===== src/rtl/utxd_fifo.sv =====
`default_nettype none
// ============================================================================
// Module      : utxd_fifo
// Description : 8N1 UART transmitter fed by a DEPTH-entry byte FIFO; frames
//               are sent back-to-back while data is waiting.
// Revision    : 1.0 - initial release
// ============================================================================
module utxd_fifo #(
    parameter int F_CLK = 50_000_000,
    parameter int BAUD  = 115200,
    parameter int DEPTH = 4
) (
    input  logic       tx_clk,
    input  logic       rst,
    input  logic       st,
    input  logic [7:0] tx_dat,
    output logic       TXD,
    output logic       en_tx_byte,
    output logic [3:0] cb_bit_tx,
    output logic       ce_tact,
    output logic       ok_tx_byte,
    output logic       full,
    output logic       empty,
    output logic       ovf
);

    localparam int c_NT = F_CLK / BAUD;
    localparam int c_TW = (c_NT > 1) ? $clog2(c_NT) : 1;
    localparam int c_PW = $clog2(DEPTH);
    localparam int c_CW = $clog2(DEPTH + 1);
    localparam logic [c_TW-1:0] c_TACT_LAST = c_TW'(c_NT - 1);
    localparam logic [c_CW-1:0] c_CNT_MAX   = c_CW'(DEPTH);
    localparam logic [3:0]      c_BIT_LAST_DATA = 4'd8;
    localparam logic [3:0]      c_BIT_STOP  = 4'd9;

    typedef enum logic [0:0] {
        S_IDLE = 1'b0,
        S_SEND = 1'b1
    } state_t;

    state_t          r_state, w_state_nxt;
    logic [7:0]      r_mem [DEPTH];
    logic [c_PW-1:0] r_wr_ptr, r_rd_ptr;
    logic [c_CW-1:0] r_count, w_count_nxt;
    logic [c_TW-1:0] r_tact, w_tact_nxt;
    logic [3:0]      r_bit, w_bit_nxt;
    logic [7:0]      r_shift, w_shift_nxt;
    logic            r_txd, w_txd_nxt;
    logic            r_full, r_empty, r_ovf;
    logic            w_ce, w_frame_end, w_pop, w_wr;

    assign w_ce        = (r_state == S_SEND) && (r_tact == c_TACT_LAST);
    assign w_frame_end = w_ce && (r_bit == c_BIT_STOP);
    // A pop happens whenever the line is free to start a new frame.
    assign w_pop       = !r_empty && ((r_state == S_IDLE) || w_frame_end);
    assign w_wr        = st && ((r_count != c_CNT_MAX) || w_pop);

    always_comb begin
        w_state_nxt = r_state;
        w_tact_nxt  = r_tact;
        w_bit_nxt   = r_bit;
        w_shift_nxt = r_shift;
        w_txd_nxt   = r_txd;
        case (r_state)
            S_IDLE: begin
                if (w_pop) begin
                    w_state_nxt = S_SEND;
                    w_shift_nxt = r_mem[r_rd_ptr];
                    w_txd_nxt   = 1'b0;
                    w_bit_nxt   = 4'd0;
                    w_tact_nxt  = '0;
                end
            end
            S_SEND: begin
                if (w_ce) begin
                    w_tact_nxt = '0;
                    if (r_bit == c_BIT_STOP) begin
                        if (w_pop) begin
                            w_shift_nxt = r_mem[r_rd_ptr];
                            w_txd_nxt   = 1'b0;
                            w_bit_nxt   = 4'd0;
                        end else begin
                            w_state_nxt = S_IDLE;
                            w_txd_nxt   = 1'b1;
                            w_bit_nxt   = 4'd0;
                        end
                    end else begin
                        w_bit_nxt = r_bit + 4'd1;
                        if (r_bit < c_BIT_LAST_DATA) begin
                            w_txd_nxt   = r_shift[0];
                            w_shift_nxt = {1'b0, r_shift[7:1]};
                        end else begin
                            w_txd_nxt = 1'b1;
                        end
                    end
                end else begin
                    w_tact_nxt = r_tact + c_TW'(1);
                end
            end
            default: w_state_nxt = S_IDLE;
        endcase
    end

    always_comb begin
        w_count_nxt = r_count;
        case ({w_wr, w_pop})
            2'b10:   w_count_nxt = r_count + c_CW'(1);
            2'b01:   w_count_nxt = r_count - c_CW'(1);
            default: w_count_nxt = r_count;
        endcase
    end

    always_ff @(posedge tx_clk) begin
        if (rst) begin
            r_state  <= S_IDLE;
            r_tact   <= '0;
            r_bit    <= 4'd0;
            r_shift  <= 8'd0;
            r_txd    <= 1'b1;
            r_wr_ptr <= '0;
            r_rd_ptr <= '0;
            r_count  <= '0;
            r_full   <= 1'b0;
            r_empty  <= 1'b1;
            r_ovf    <= 1'b0;
        end else begin
            r_state <= w_state_nxt;
            r_tact  <= w_tact_nxt;
            r_bit   <= w_bit_nxt;
            r_shift <= w_shift_nxt;
            r_txd   <= w_txd_nxt;
            r_count <= w_count_nxt;
            r_full  <= (w_count_nxt == c_CNT_MAX);
            r_empty <= (w_count_nxt == '0);
            r_ovf   <= st && !w_wr;
            if (w_wr)
                r_wr_ptr <= r_wr_ptr + c_PW'(1);
            if (w_pop)
                r_rd_ptr <= r_rd_ptr + c_PW'(1);
        end
    end

    // Storage is not reset; the pointers alone define what is valid.
    always_ff @(posedge tx_clk) begin
        if (!rst && w_wr)
            r_mem[r_wr_ptr] <= tx_dat;
    end

    assign TXD        = r_txd;
    assign en_tx_byte = (r_state == S_SEND);
    assign cb_bit_tx  = r_bit;
    assign ce_tact    = w_ce;
    assign ok_tx_byte = w_frame_end;
    assign full       = r_full;
    assign empty      = r_empty;
    assign ovf        = r_ovf;

endmodule
`default_nettype wire

===== config.mk =====
export PLATFORM = sky130hd
export DESIGN_NAME = utxd_fifo
export DESIGN_NICKNAME = d
export VERILOG_FILES = /design/src/rtl/utxd_fifo.sv
export SDC_FILE = /design/constraint.sdc
export NUM_CORES = 1
export LEC_CHECK = 0
export ABC_AREA = 1
export CAP_MARGIN = 0
export CORE_MARGIN = 1
export CORE_UTILIZATION = 55
export DETAILED_ROUTE_END_ITERATION = 16
export DONT_BUFFER_PORTS = 1
export PLACE_DENSITY_LB_ADDON = 0.2
export SYNTH_ARGS = -nofsm -noshare
export SYNTH_HDL_FRONTEND = slang
export SYNTH_SLANG_ARGS = --single-unit
export TNS_END_PERCENT = 30

===== constraint.sdc =====
create_clock -name tx_clk -period 2.79 [get_ports tx_clk]
set_input_delay 0.4185 -clock tx_clk [delete_from_list [all_inputs] [get_ports tx_clk]]
set_output_delay 0.4185 -clock tx_clk [all_outputs]
set_load 0.02 [all_outputs]

==> flow_summary.yaml, run 1 <==
synth:
  yosysTopAreaCell: "edfxtp_1"
  async_reset_ff_share_pct: 0
  syn_area_um2: 3033
  yosys-top-cells-area: "edfxtp_1, dfxtp_1, o21ai_0"
  synth_top_family_by_area: "simple AND/OR/NAND/NOR gates"
  postSynthAreaPerCell_um2: 9.247
  yosys_warnings: 0
  synth_compound_area_share_pct: 14.07
  netlist_instances: 328
  synth_ff_type: "dfxtp_1"
  synth.distinct_cells: 37
  synth-edff-count: 32
  yosys_register_bits: 67
  synth_nets: 348
  synthSimpleGateAreaFrac_pct: 19.35
  synthAdderAreaFrac_pct: 3.960
  muxShareOfSynthArea_pct: 0
  synth_xor_area_share_pct: 0
  yosysSeqAreaShare_pct: 54.79
  synth_top_area_share_pct: 31.68
cts:
  cts_root_buffer: "clkbuf_8"
  clkTransAtPathRegs_ns: 0.08
  htree_levels: 3
  cts_max_path_buffers: 2
  cts_made_buffers: 9
  post-cts-setup-buffers: 0
  holdBufCountCts: 0
  cts_tree: "yes"
  clk_latency_ns: 0.35
  cts_sinks: 67
  ctsResizeCount: 0
global_route:
  grt_pass1_vias: 2155
  antenna_found_initial: 0
  grt_pass1_wl_um: 9756
  grt_max_degree: 20
  grt.overflow.total: 0
  grt.total_usage_pct: 21.75
timing:
  finClkSkew_ns: 0.005171
  worst_slew_pin_slew_ns: 0.6557
  finalHoldViolCount: 0
  fin_ws_ns: 0.5271
  setup_viol_count_final: 0
  min_period_ns: 2.263
  tns_ns: 0
  relSlewSlack_pct: 55.95
  report.final.slew_viol_count: 0
  rsz0062_at_grt: "no"
  finalCritPeriodShare_pct: 81.11
  fmax_mhz: 441.9
power_and_ir_drop:
  leakagePower_nw: 1.287
  power_density_nw_per_um2: 773.7
  ir_drop_mv: 0.5362
status:
  status: "finished clean"
route:
  wire_per_inst_um: 14.15
  ant_nets: 0
  vias: 2214
  first_pass_iters: 4
  wirelength_um: 5846
  drtIter0Drc: 86
  viasPerCell: 5.361
  drcViolationCount: 0
final_layout:
  num_antenna_cells: 0
  synthToLayoutAreaGrowth_pct: 10.23
  nets: 358
  drive_gt1_share_pct: 15.16
place:
  portBuffers: 0
  globalplace.congestion: 0.7751
  dp_slack_ns: 0.5256
  dp_hpwl_um: 3973
setup_path:
  critPathRequiredTime_ns: 3.03
  worstSetupPathType: "reg2reg"
  crit_fanout: 6
  cp-start-kind: "flop"
  endpoint_kind: "flop"
  arrival_ns: 2.50
floorplanning:
  core_um2: 5205
  initial_core_util_pct: 58.27
  die_w_um: 76.26
  num_rows: 26
  die_y_um: 76.26
  pin_count: 22
  dieArea_um2: 5816
flow_run:
  cap_viol_max_count: 0
hold_path:
  min_path_type: "in2reg"
cell families after synthesis:
logic type	Yosys count
buf+inv	55
simple gates	120
fa+ha+maj	9
flops	67
compound gates	77
worst max-delay path, stage by stage, from the launching register on:
cell,delay (ns)
dfxtp_1,0.54
ha_1,0.21
nand3_1,0.12
nand2_1,0.20
nand4_2,0.16
fa_1,0.42
inv_1,0.12
nand4_4,0.11
nand3_1,0.12
nand2_1,0.06
nand2_1,0.06
nand2_1,0.04
where the power goes:
part | total [W] | internal (W) | switching, W
clock network | 0.000905 | 0.000510 | 0.000395
logic | 0.000486 | 0.000161 | 0.000326
registers | 0.00120 | 0.00111 | 0.0000815
cells in the mapped netlist, types with 2 or more instances:
cell / number
a211oi_1: 4
a21oi_1: 21
a31oi_1: 2
and3_1: 2
buf_2: 3
clkbuf_1: 4
dfxtp_1: 35
edfxtp_1: 32
ha_1: 8
inv_1: 38
inv_2: 6
nand2_1: 33
nand2_2: 9
nand2_4: 2
nand3_1: 14
nand3_2: 3
nand4_1: 2
nor2_1: 39
nor2_2: 3
nor3_1: 8
o21ai_0: 36
o21ai_1: 2
o221ai_1: 2
o22ai_1: 7
cell type report:
| type | instances | area (um2) |
|---|---|---|
| clock buffers | 9 | 123.9 |
| clock inverters | 7 | 100.1 |
| fillers | 445 | 1862 |
| inverters | 46 | 176.4 |
| multi-input cells | 206 | 1134 |
| flip-flops and latches | 67 | 1662 |
| well taps | 70 | 87.58 |
| repair buffers | 8 | 60.06 |
layout by cell type, fill, tap and decap left out, drive strengths merged, types with 2 or more instances in the layout:
| master | count |
|---|---|
| inv | 47 |
| nand2 | 44 |
| nor2 | 42 |
| o21ai | 39 |
| dfxtp | 35 |
| edfxtp | 32 |
| a21oi | 21 |
| nand3 | 17 |
| clkbuf | 9 |
| nor3 | 8 |
| ha | 8 |
| buf | 8 |
| o22ai | 7 |
| a211oi | 4 |
| clkinv | 4 |
| nand4 | 4 |
| a31oi | 2 |
| and3 | 2 |
| o221ai | 2 |
| bufinv | 2 |
registers in the layout, summed over array words and instances, names as in the netlist, 2 cells and up, named ones only:
signal / count
r_rd_ptr: 2
r_count: 3
cb_bit_tx: 4
r_shift: 8
r_wr_ptr: 2
r_tact: 9
r_mem: 32
worst paths after layout:
check	startpoint	to	slack, ns	depth (start not counted)
max	cb_bit_tx[0]$_SDFFE_PP0P_	empty$_SDFF_PP1_	0.53	11
min reg2reg	r_shift[6]$_SDFFE_PP0P_	r_shift[6]$_SDFFE_PP0P_	0.44	2
min	rst	r_count[0]$_SDFF_PP0_	0.13	1
max reg2reg	cb_bit_tx[0]$_SDFFE_PP0P_	empty$_SDFF_PP1_	0.53	11
layer usage:
metal | share of wire, % | GRT usage (%) | routed length [um] | vias up
li1 | - | - | - | 1131
met1 | 42 | 24.19 | 2481 | 1003
met2 | 50 | 36.67 | 2899 | 71
met3 | 6.4 | 7.186 | 376 | 9
met4 | 1.5 | 11.92 | 88 | 0
met5 | 0 | 0 | 0 | -
through the flow:
stage	total power [W]	instance area [um2]	cells	util [%]	hold slack, ns
after floorplan	0.001601	3033	328	-	0.4208
after global placement	0.001688	3119	397	59.93	0.4340
after detailed placement	0.001699	3119	397	59.93	0.4389
after CTS	0.002606	3343	413	64.23	0.1129
after global routing	0.002717	3343	413	64.23	0.1188
final	0.002587	3343	413	64.23	0.1284
No activity file was read; power rests on OpenSTA's default activity.
==> run 2, diff against run 1 <==
Clock period 2.79 ns to 2.09 ns, I/O delays scaled along.
==> run 2 against run 1 <==
Net effect:
- sequential power grew 32%
- clock power grew 1%
- count of clock-buffer cells in the layout up 2
- critical path type unchanged
==> flow_summary.yaml, run 2 (synthesis gave the netlist of run 1 again) <==
status:
  status: "finished clean"
place:
  dp_hpwl_um: 3975
  dp_slack_ns: 0.06104
  portBuffers: 0
  globalplace.congestion: 0.8534
  post-place-cells: 406
setup_path:
  endpoint_kind: "flop"
  cp_slowest_cell: "fa_2"
  critPathRequiredTime_ns: 2.38
  path_cells: "inv_2 > ha_1 > nand2_1 > nor2_1 > nand2_2 > nand2_4 > nand4_4 > fa_2 > inv_1 > nand3_1 > nand2_2 > nor2_4 > inv_1 > nor2_2"
  cp-startpoint: "r_tact[1]$_SDFFE_PP0P_"
  worstSetupPathType: "reg2reg"
  arrival_ns: 2.26
  cpPeakStageDelay_ns: 0.54
  crit_fanout: 3
  cp-start-kind: "flop"
  timing.rr.start: "r_tact[1]$_SDFFE_PP0P_"
hold_path:
  min_path_type: "in2reg"
  min-delay-start: "rst"
power_and_ir_drop:
  seq_power_share_pct: 48.8
  p_clk_share_pct: 28.4
  swShare_pct: 32.68
  leakagePower_nw: 1.310
  p_switching_w: 0.001054
  power_density_nw_per_um2: 950.4
  p_int_w: 0.002172
  comb_power_share_pct: 22.8
  ir_drop_mv: 0.5737
  p_total_w: 0.003226
timing:
  worst_slew_pin_slew_ns: 0.4896
  min_period_ns: 1.970
  finalHoldViolCount: 0
  report.final.slew_viol_count: 0
  finClkSkew_ns: 0.009742
  tns_ns: 0
  fin_ws_ns: 0.1202
  setup_viol_count_final: 0
  relSlewSlack_pct: 67.24
  finalCritPeriodShare_pct: 94.25
  fmax_mhz: 507.7
cts:
  cts_root_buffer: "clkbuf_8"
  cts_max_path_buffers: 2
  cts_tree: "yes"
  clk_latency_ns: 0.35
  htree_levels: 3
  cts_made_buffers: 9
  cts_sinks: 67
  clkTransAtPathRegs_ns: 0.07
route:
  wirelength_um: 5926
  wire_per_inst_um: 13.98
  first_pass_iters: 4
  drcViolationCount: 0
  viasPerCell: 5.300
  ant_nets: 0
  drtIter0Drc: 87
  vias: 2247
final_layout:
  fin_cells: 424
  largest_reg_flops: 32
  final_common_cell: "nor2_1"
  final_cell_mix: "nor2_1, inv_1, o21ai_0"
  top_regs: "r_mem (32), r_tact (9), r_shift (8)"
  fin_util_pct: 65.22
  regMostFlops: "r_mem"
  num_antenna_cells: 0
  nets: 369
  fill_cells: 443
  drive_gt1_share_pct: 18.36
  synthToLayoutAreaGrowth_pct: 11.92
flow_run:
  cap_viol_max_count: 0
floorplanning:
  core_um2: 5205
  pin_count: 22
  initial_core_util_pct: 58.27
  dieArea_um2: 5816
  num_rows: 26
  die_y_um: 76.26
  die_w_um: 76.26
global_route:
  grt_pass1_wl_um: 9735
  antenna_found_initial: 0
  grt_pass1_vias: 2121
  grt.total_usage_pct: 22.05
  grt.overflow.total: 0
  grt_max_degree: 20
[run 2: changes by cell type in the layout (fill, tap and decap cells not counted), sizes merged]
cell	change
inv	-2
clkinvlp	+2
buf	+11
bufinv	-2
clkbuf	+2
[run 2: timing repair]
item,in CTS,in global routing
resized for setup,0,7
setup endpoints to repair,0,3
setup buffers,0,2
hold buffers,0,0
[run 2: final timing paths]
path	depth (start not counted)	slack, ns	end
setup / recovery	14	0.12	full$_SDFF_PP0_
hold / removal	1	0.02	r_tact[1]$_SDFFE_PP0P_
setup reg to reg	14	0.12	full$_SDFF_PP0_
hold reg to reg	2	0.45	r_shift[6]$_SDFFE_PP0P_
[run 2: per-stage QoR]
stage                     area, um2  hold slack [ns]
after floorplan                3039           0.4124
after global placement         3191           0.3860
after detailed placement       3191           0.3866
after CTS                      3354          0.01242
after global routing           3395          0.01474
final                          3395          0.02226
[run 2: layout make-up]
class / count / area (um2) / share of cell area [%]
Multi-Input combinational cell: 206 / 1152 / 33.95
Sequential cell: 67 / 1664 / 49.02
Clock buffer: 11 / 131.4 / 3.870
Timing Repair Buffer: 19 / 150.1 / 4.423
Inverter: 46 / 176.4 / 5.197
Tap cell: 70 / 87.58 / 2.580
Clock inverter: 5 / 32.53 / 0.9583
[run 2: power by group through the flow]
stage / clock network, W / registers (W) / logic [W]
floorplan: 0 / 0.00161 / 0.000535
global placement: 0 / 0.00160 / 0.000684
detailed placement: 0 / 0.00160 / 0.000701
CTS: 0.000930 / 0.00157 / 0.000708
global route: 0.000983 / 0.00159 / 0.000830
finish: 0.000915 / 0.00158 / 0.000736
[run 2: routing by layer]
metal | vias up | part of all wire, % | track usage, %
met1 | 1031 | 45 | 25.94
met3 | 13 | 4.8 | 7.784
met2 | 48 | 48 | 35.86
met5 | - | 0 | 0
met4 | 0 | 2.4 | 10.58
li1 | 1155 | - | -
[run 2: critical path, delay by kind of cell (launching register included)]
family        cells  cell delay [ns]
fa+ha+maj         2             0.68
flops             1             0.33
simple gates      9             0.75
buf+inv           3             0.15
